--- config.mk ---
export PLATFORM = sky130hd
export DESIGN_NAME = irq_input_conditioner_flat
export DESIGN_NICKNAME = d
export VERILOG_FILES = /design/src/rtl/irq_pkg.sv /design/src/rtl/irq_input_conditioner_if.sv /design/src/rtl/irq_sync_debounce.sv /design/src/rtl/irq_input_conditioner.sv /design/src/flat_wrapper.sv
export SDC_FILE = /design/constraint.sdc
export NUM_CORES = 1
export LEC_CHECK = 0
export CORE_ASPECT_RATIO = 0.7
export CORE_MARGIN = 2
export CORE_UTILIZATION = 35
export CTS_BUF_LIST = sky130_fd_sc_hd__clkbuf_4
export DETAILED_ROUTE_END_ITERATION = 10
export PLACE_DENSITY = 0.55
export SYNTH_ARGS = -nofsm -noshare
export SYNTH_HDL_FRONTEND = slang
export SYNTH_SLANG_ARGS = --single-unit
--- constraint.sdc ---
create_clock -name clk -period 3.3 [get_ports clk]
set_input_delay 0.495 -clock clk [delete_from_list [all_inputs] [get_ports clk]]
set_output_delay 0.495 -clock clk [all_outputs]
set_load 0.005 [all_outputs]
--- src/rtl/irq_pkg.sv ---
// irq_pkg
// Constants shared by the interrupt input front end and the interrupt
// controller, so both sides agree on the irq vector width.
//   IRQ_N_DEFAULT        number of interrupt lines
//   IRQ_W                bit width of a line index
//   SYNC_STAGES_DEFAULT  synchroniser depth per line
//   DEBOUNCE_W_DEFAULT   debounce length / counter width
//   POLARITY_DEFAULT     per-line active level (1 = active-high)
package irq_pkg;

    localparam int IRQ_N_DEFAULT       = 4;
    localparam int IRQ_W               = $clog2(IRQ_N_DEFAULT);
    localparam int SYNC_STAGES_DEFAULT = 2;
    localparam int DEBOUNCE_W_DEFAULT  = 4;

    localparam logic [IRQ_N_DEFAULT-1:0] POLARITY_DEFAULT = '1;

endpackage

--- src/rtl/irq_input_conditioner_if.sv ---
// irq_input_conditioner_if
// Signal bundle between software-facing control/raw lines and the
// conditioner.
//   irq_raw       raw asynchronous interrupt lines
//   mask          1 = line masked from irq_out
//   edge_sel      1 = edge (pulse) mode, 0 = level mode
//   debounce_len  consecutive differing cycles required minus one
//   status_clr    write-1-to-clear for irq_status
//   irq_out       registered request to the interrupt controller
//   irq_status    sticky edge-detected flags
// master drives the inputs and observes the outputs; slave is the conditioner.
interface irq_input_conditioner_if
    import irq_pkg::*;
#(
    parameter int N_IRQ      = IRQ_N_DEFAULT,
    parameter int DEBOUNCE_W = DEBOUNCE_W_DEFAULT
);
    logic [N_IRQ-1:0]      irq_raw;
    logic [N_IRQ-1:0]      mask;
    logic [N_IRQ-1:0]      edge_sel;
    logic [DEBOUNCE_W-1:0] debounce_len;
    logic [N_IRQ-1:0]      status_clr;
    logic [N_IRQ-1:0]      irq_out;
    logic [N_IRQ-1:0]      irq_status;

    modport master (
        output irq_raw,
        output mask,
        output edge_sel,
        output debounce_len,
        output status_clr,
        input  irq_out,
        input  irq_status
    );

    modport slave (
        input  irq_raw,
        input  mask,
        input  edge_sel,
        input  debounce_len,
        input  status_clr,
        output irq_out,
        output irq_status
    );
endinterface

--- src/rtl/irq_sync_debounce.sv ---
// irq_sync_debounce
// Single-line synchroniser followed by a debounce filter.
//   clk, rst      clock, asynchronous active-high reset
//   raw           asynchronous input line
//   debounce_len  differing samples required minus one (0 = no filtering)
//   stable        filtered, synchronised line level
// stable follows the synchronised line only after debounce_len+1
// consecutive edges on which the two differ; any agreeing sample in between
// restarts the count.
module irq_sync_debounce #(
    parameter int SYNC_STAGES = 2,
    parameter int DEBOUNCE_W  = 4,
    parameter bit RESET_LEVEL = 1'b0
) (
    input  logic                  clk,
    input  logic                  rst,
    input  logic                  raw,
    input  logic [DEBOUNCE_W-1:0] debounce_len,
    output logic                  stable
);

    logic [SYNC_STAGES-1:0] sync_q;
    logic [DEBOUNCE_W-1:0]  cnt;
    logic                   s;

    // Reset to the line's inactive level so release does not look like an edge.
    always_ff @(posedge clk or posedge rst) begin
        if (rst) begin
            sync_q <= {SYNC_STAGES{RESET_LEVEL}};
        end else begin
            sync_q <= {sync_q[SYNC_STAGES-2:0], raw};
        end
    end

    assign s = sync_q[SYNC_STAGES-1];

    // Equality compare (not >=): if debounce_len is lowered below a running
    // count, the counter wraps before it matches again. Software only
    // changes debounce_len while the lines are quiet.
    always_ff @(posedge clk or posedge rst) begin
        if (rst) begin
            stable <= RESET_LEVEL;
            cnt    <= '0;
        end else if (s == stable) begin
            cnt <= '0;
        end else if (cnt == debounce_len) begin
            stable <= s;
            cnt    <= '0;
        end else begin
            cnt <= cnt + 1'b1;
        end
    end

endmodule

--- src/rtl/irq_input_conditioner.sv ---
// irq_input_conditioner
// Front end for the interrupt controller's irq inputs: synchronises and
// debounces each raw line, normalises polarity, and produces either a level
// request or a single-cycle edge pulse per line, with masking and a sticky
// edge status for software.
//   clk      clock
//   rst      asynchronous, active-high reset
//   irq_bus  slave side of irq_input_conditioner_if (raw lines, mask,
//            edge_sel, debounce_len, status_clr in; irq_out, irq_status out)
module irq_input_conditioner
    import irq_pkg::*;
#(
    parameter int               N_IRQ       = IRQ_N_DEFAULT,
    parameter int               SYNC_STAGES = SYNC_STAGES_DEFAULT,
    parameter int               DEBOUNCE_W  = DEBOUNCE_W_DEFAULT,
    parameter logic [N_IRQ-1:0] POLARITY    = POLARITY_DEFAULT
) (
    input  logic                    clk,
    input  logic                    rst,
    irq_input_conditioner_if.slave  irq_bus
);

    logic [N_IRQ-1:0] stable;
    logic [N_IRQ-1:0] active;
    logic [N_IRQ-1:0] prev_active;
    logic [N_IRQ-1:0] rise;
    logic [N_IRQ-1:0] irq_out_q;
    logic [N_IRQ-1:0] irq_status_q;
    logic [N_IRQ-1:0] req_next;

    for (genvar i = 0; i < N_IRQ; i++) begin : g_line
        irq_sync_debounce #(
            .SYNC_STAGES (SYNC_STAGES),
            .DEBOUNCE_W  (DEBOUNCE_W),
            .RESET_LEVEL (!POLARITY[i])
        ) u_sync_debounce (
            .clk          (clk),
            .rst          (rst),
            .raw          (irq_bus.irq_raw[i]),
            .debounce_len (irq_bus.debounce_len),
            .stable       (stable[i])
        );
    end

    assign active = ~(stable ^ POLARITY);
    assign rise   = active & ~prev_active;

    // Edge detection depends only on the active transition, so toggling
    // edge_sel never produces a pulse by itself. Masked edges are dropped.
    assign req_next = ((irq_bus.edge_sel & rise) | (~irq_bus.edge_sel & active))
                      & ~irq_bus.mask;

    always_ff @(posedge clk or posedge rst) begin
        if (rst) begin
            prev_active  <= '0;
            irq_out_q    <= '0;
            irq_status_q <= '0;
        end else begin
            prev_active  <= active;
            irq_out_q    <= req_next;
            // Set wins over a simultaneous clear; status ignores mask.
            irq_status_q <= (irq_status_q & ~irq_bus.status_clr)
                            | (rise & irq_bus.edge_sel);
        end
    end

    assign irq_bus.irq_out    = irq_out_q;
    assign irq_bus.irq_status = irq_status_q;

endmodule

--- src/flat_wrapper.sv ---
// flat-port wrapper written by rule: the top's interface ports become plain ports
module irq_input_conditioner_flat import irq_pkg::*;
#(
    parameter int               N_IRQ       = IRQ_N_DEFAULT,
    parameter int               SYNC_STAGES = SYNC_STAGES_DEFAULT,
    parameter int               DEBOUNCE_W  = DEBOUNCE_W_DEFAULT,
    parameter logic [N_IRQ-1:0] POLARITY    = POLARITY_DEFAULT
)
  (clk, rst, irq_bus_irq_raw, irq_bus_mask, irq_bus_edge_sel, irq_bus_debounce_len, irq_bus_status_clr, irq_bus_irq_out, irq_bus_irq_status);
  irq_input_conditioner_if #(.N_IRQ(N_IRQ), .DEBOUNCE_W(DEBOUNCE_W)) irq_bus_i ();
  input  logic clk;
  input  logic rst;
  input wire logic [$bits(irq_bus_i.irq_raw)-1:0] irq_bus_irq_raw;
  input wire logic [$bits(irq_bus_i.mask)-1:0] irq_bus_mask;
  input wire logic [$bits(irq_bus_i.edge_sel)-1:0] irq_bus_edge_sel;
  input wire logic [$bits(irq_bus_i.debounce_len)-1:0] irq_bus_debounce_len;
  input wire logic [$bits(irq_bus_i.status_clr)-1:0] irq_bus_status_clr;
  output wire logic [$bits(irq_bus_i.irq_out)-1:0] irq_bus_irq_out;
  output wire logic [$bits(irq_bus_i.irq_status)-1:0] irq_bus_irq_status;
  assign irq_bus_i.irq_raw = irq_bus_irq_raw;
  assign irq_bus_i.mask = irq_bus_mask;
  assign irq_bus_i.edge_sel = irq_bus_edge_sel;
  assign irq_bus_i.debounce_len = irq_bus_debounce_len;
  assign irq_bus_i.status_clr = irq_bus_status_clr;
  assign irq_bus_irq_out = irq_bus_i.irq_out;
  assign irq_bus_irq_status = irq_bus_i.irq_status;
  irq_input_conditioner #(.N_IRQ(N_IRQ), .SYNC_STAGES(SYNC_STAGES), .DEBOUNCE_W(DEBOUNCE_W), .POLARITY(POLARITY)) u_core (.clk(clk), .rst(rst), .irq_bus(irq_bus_i));
endmodule
* Word-level counts from Yosys, hierarchy flattened
Cells that the tools add are included.
** Storage, ports and cells
- Register bits after elaboration :: 40
- Word-level logic and storage cells :: 56
- Output and inout bits :: 8
- Bits of input ports :: 22
** Cells by class
- Bitwise operators :: 17
- Reductions and logical operators :: 4
- Add/sub/neg operators :: 4
- Eq/ne operators :: 8
- Muxes and demuxes :: 8
** Operators with widths (number)
- two-way mux 4 bit :: 8
- inverter 4 bit :: 6
- bitwise AND 4 bit :: 5
- adder 4 x 1 -> 4 bit (second input constant) :: 4
- == test 4 bit :: 4
- OR 4 bit :: 2
- AND reduction 2 bit :: 4
- == test 1 bit :: 4
- inverter 1 bit :: 4

* Longest topological paths before layout
- Word-level depth :: 6
- Depth in mapped cells :: 3
- Depth with buffers taken out :: 3

* By module
From an unflattened synthesis, not the netlist that was laid out.
** Second synthesis, totals
- Cell total of the unflattened synthesis :: 133
- Area, all modules :: 1702.9 um2
** Modules (own cells, without submodules)
- irq_sync_debounce :: cells each 25, instances 4, sequential area each 175.2 um2, area an instance 316.6 um2
- irq_input_conditioner :: cells each 33, instances 1, sequential area each 300.3 um2, area an instance 436.7 um2

* Worst setup path after synthesis
No wires, ideal clock.
- Path type :: input port to flip-flop
- Start :: input port irq_bus_debounce_len[1]
- End :: register u_core.g_line[3].u_sync_debounce.stable
- Stages on the path :: 3
- Arrival time :: 1278 ps
- Slack :: 1894 ps
- Library setup time :: 128 ps
- Cell sequence :: xor2_1 -> nor4_1 -> mux2_1
** Between the ends
- Word-level cells in the longest chain between the ends :: 2
** RTL lines
- start, declared :: line flat_wrapper.sv:16 : input wire logic [$bits(irq_bus_i.debounce_len)-1:0] irq_bus_debounce_len;
- == test 4 bit :: line irq_sync_debounce.sv:46 : end else if (cnt == debounce_len) begin
- AND reduction 2 bit (no source line)
- end signal, assigned :: line irq_sync_debounce.sv:47 : stable <= s;
- end, declared :: line irq_sync_debounce.sv:19 : output logic stable
No other way between the ends.
A chain may end at the register's enable or synchronous reset.

* Final worst setup path
- Start :: input port irq_bus_debounce_len[1]
- End :: register u_core.g_line[2].u_sync_debounce.stable
** Between the ends
- Word-level cells in the longest chain between the ends :: 2
** RTL lines (line)
- == test 4 bit :: irq_sync_debounce.sv:46
- AND reduction 2 bit (no source line)
- end signal, assigned :: irq_sync_debounce.sv:47
- end, declared :: irq_sync_debounce.sv:19
No other way between the ends.

==> run_results.csv <==
group,metric,value,unit
routing,vias,1030,
clocking,resized_after_cts,0,
timing,drv_slew,0,
global_routing,grt.busiest_layer,"met2",
finish,fin_cells,221,
finish,mostFrequentLayoutCells,"40 x dfrtp_1, 29 x clkdlybuf4s50_1, 24 x xor2_1",
global_routing,grt_util_all_layers,12.6,%
global_routing,grt_start_max_net_pins,22,
floorplan,floorplan.core_area,0.00443,mm2
clocking,clk_transition_reported_paths,0.11,ns
pwr,leakage_power_of_the_design,0.946,nW
synthesis,synth-seq-cells,40,
critical_path,reg2reg_depth,3,
clocking,clock_root_buffer,"clkbuf_4",
global_routing,gr-usage-met1,16.3,%
routing,route.detailed.drc,0,
place,dpl.hpwl,2150,um
timing,period_minus_slack,1.73,ns
critical_path,critical_path.startpoint,"irq_bus_debounce_len[1]",
finish,fin_util,46.6,%
critical_path,timing.setup.critical_path_class,"input port to flop",
floorplan,row_count,20,
timing,timing.final.crit_share,52.4,%
routing,route.antenna.remaining_nets,0,
routing,post_drt_wl_per_cell,12.6,um
global_routing,met2_usage,19.8,%
finish,fillers,410,
status,status,"completed",
critical_path,crit_end,"u_core.g_line[2].u_sync_debounce.stable$_DFFE_PP0P_",
synthesis,netlist_instances,129,
timing,rsz_0062_raised_after_global_routing,"false",
place,gpl.final_weighted_congestion,0.690,
floorplan,die_area,0.00530,mm2
hold_path,worst_min_delay_path_startpoint,"u_core.g_line[2].u_sync_debounce.sync_q[0]$_DFF_PP0_",
finish,drive_above_1_share,7.83,%
critical_path,critical_path_stages,4,
timing,setup_viol,0,
clocking,tritoncts,"done",
synthesis,syn_area_per_cell,12.8,um2
clocking,cts_setup_buffers,0,
critical_path,critPathCaptureType,"flop",
clocking,cts_buf_count,5,
synthesis,synthDistinctLibCells,16,
critical_path,timing.critical_path.required,3.53,ns
job,drv_cap,0,
critical_path,start_kind,"input port",
timing,worst_clock_skew,0.00373,ns
global_routing,grt_overflow_total,0,
routing,finalWirelength,2780,um
critical_path,reg2reg_slack,1.89,ns
routing,drt_iter0_drcs,9,
synthesis,mappedNetlistNets,155,
timing,max_slew.worst_pin.slew,0.746,ns
clocking,cts_buffer_depth,2,
clocking,clk_latency,0.34,ns
floorplan,dieHeight,61.5,um
floorplan,ios,30,
critical_path,crit_path_cell_trace,"clkdlybuf4s50_1 -> xor2_1 -> nor4_2 -> mux2_1",
place,port_buf_inserts,29,
critical_path,crit_family,"buffers and inverters",
critical_path,timing.critical_path.buf_inv,1,
timing,timing.max_slew.rel_slack,50.2,%
global_routing,number_of_global_route_vias_before_repair,1063,
critical_path,worst_ep_arrival_time,1.96,ns
synthesis,synth_area,0.00165,mm2
finish,diodes,0,
place,placed_cells,214,
place,place_ws,1.19,ns
timing,achievable-frequency,578,MHz
hold_path,worstHoldPathType,"flop to flop",
global_routing,antenna_violations_before_repair,0,
synthesis,yosysSeqAreaShare,60.5,%
timing,totalNegativeSetupSlack,0,ns
global_routing,met3_usage,4.16,%
pwr,power.ir.vdd_worst,0.000268,V
finish,fin_nets,192,
critical_path,worst_path_max_delay_cell,"clkdlybuf4s50_1",
clocking,htree_num_levels,2,
critical_path,worst_r2r_endpoint,"u_core.g_line[3].u_sync_debounce.stable$_DFFE_PP0P_",
finish,mostFrequentLayoutCell,"dfrtp_1",
critical_path,reg2reg_from,"u_core.g_line[3].u_sync_debounce.cnt[1]$_DFF_PP0_",
floorplan,floorplan.initialDensity,37.3,%
critical_path,path_max_fanout,4,
timing,layout_setup_ws,1.57,ns
clocking,numClockSinks,40,
routing,detailedRoute.firstPassIterationCount,2,
synthesis,yosysWarningCount,0,
finish,area.growth.synth_to_final,24.9,%
clocking,cts_hold_buf,0,
routing,vias_per_cell,4.66,
floorplan,die_boundary_width,86.2,um
timing,finalHoldViolations,0,
pwr,powerDensity,683,mW/mm2
timing,whs,0.359,ns
global_routing,global_route_wire_length_before_repair,4950,um
critical_path,cp_slowest_stage_delay,0.54,ns
## synthesized netlist by cell type
library cell / number / area share, %
nand3_1: 4 / 1.2
nor4_1: 1 / 0.38
o21ai_0: 2 / 0.61
inv_1: 13 / 3.0
xnor2_1: 4 / 2.1
xor2_1: 24 / 13
ha_1: 4 / 3.0
a211oi_1: 4 / 1.8
dfrtp_1: 40 / 61
mux2_1: 4 / 2.7
nor4_2: 3 / 2.3
nand2_1: 2 / 0.45
o22ai_1: 2 / 0.76
o41ai_2: 4 / 3.9
nand3b_1: 2 / 0.91
nor2_1: 16 / 3.6
## registers in the layout (all words and copies together), names as in the netlist
signal,flops
u_core.irq_bus.irq_out,4
u_core.g_line.u_sync_debounce.cnt,16
u_core.g_line.u_sync_debounce.sync_q,8
u_core.g_line.u_sync_debounce.stable,4
u_core.prev_active,4
u_core.irq_bus.irq_status,4
## how the worst min path moves through the flow
| stage | end | slack, ns | cells after the start |
|---|---|---|---|
| 4_1_cts | u_core.g_line[2].u_sync_debounce.sync_q[1]$_DFF_PP0_ | 0.36 | 0 |
| 3_3_place_gp | u_core.g_line[3].u_sync_debounce.sync_q[1]$_DFF_PP0_ | 0.33 | 0 |
| 6_report | u_core.g_line[2].u_sync_debounce.sync_q[1]$_DFF_PP0_ | 0.36 | 0 |
| 2_1_floorplan | u_core.g_line[0].u_sync_debounce.sync_q[1]$_DFF_PP0_ | 0.33 | 0 |
| 5_1_grt | u_core.g_line[2].u_sync_debounce.sync_q[1]$_DFF_PP0_ | 0.38 | 0 |
| 3_5_place_dp | u_core.g_line[2].u_sync_debounce.sync_q[1]$_DFF_PP0_ | 0.34 | 0 |
## worst reg2reg max path, cell delays in order, from the launching register on
cell	delay (ns)
dfrtp_1	0.44
xor2_1	0.18
nor4_1	0.34
mux2_1	0.35
## where the power goes
group	internal (mW)	total, mW	switching [mW]
Sequential	0.630	0.756	0.127
Clock	0.0745	0.226	0.152
Combinational	0.228	0.428	0.200
## logic make-up (layout without fill, tap and decap cells)
logic type,after synthesis,after routing,synth area share (%)
flip-flops,40,40,60.5
XOR/XNOR,28,28,14.8
AND/OR/NAND/NOR,28,28,8.85
buffers and inverters,13,50,2.95
AO/OA/AOI/OAI,12,12,7.11
adder cells (fa/ha/maj),4,4,3.03
multiplexers,4,4,2.72
## per-stage QoR
stage               power (mW)  cell area [um2]
CTS                       1.42             2070
detailed placement        1.20             2020
floorplan                 1.02             1650
global placement          1.18             2020
global route              1.52             2070
finish                    1.41             2070
## routing by layer
| layer | wire length (um) | up-vias | part of all wire (%) |
|---|---|---|---|
| met4 | 38 | 0 | 1.4 |
| met3 | 114 | 7 | 4.1 |
| met5 | 0 | - | 0 |
| met2 | 1230 | 18 | 44 |
| met1 | 1400 | 505 | 50 |
| li1 | - | 500 | - |
## layout make-up
cell class	instances	area (um2)	area share (%)
flip-flops and latches	40	1000	48.5
repair buffers	30	298	14.4
well taps	55	68.8	3.33
clock inverters	2	7.51	0.363
inverters	13	48.8	2.36
multi-input cells	76	604	29.3
clock buffers	5	37.5	1.82
No activity file was read; power rests on OpenSTA's default activity.
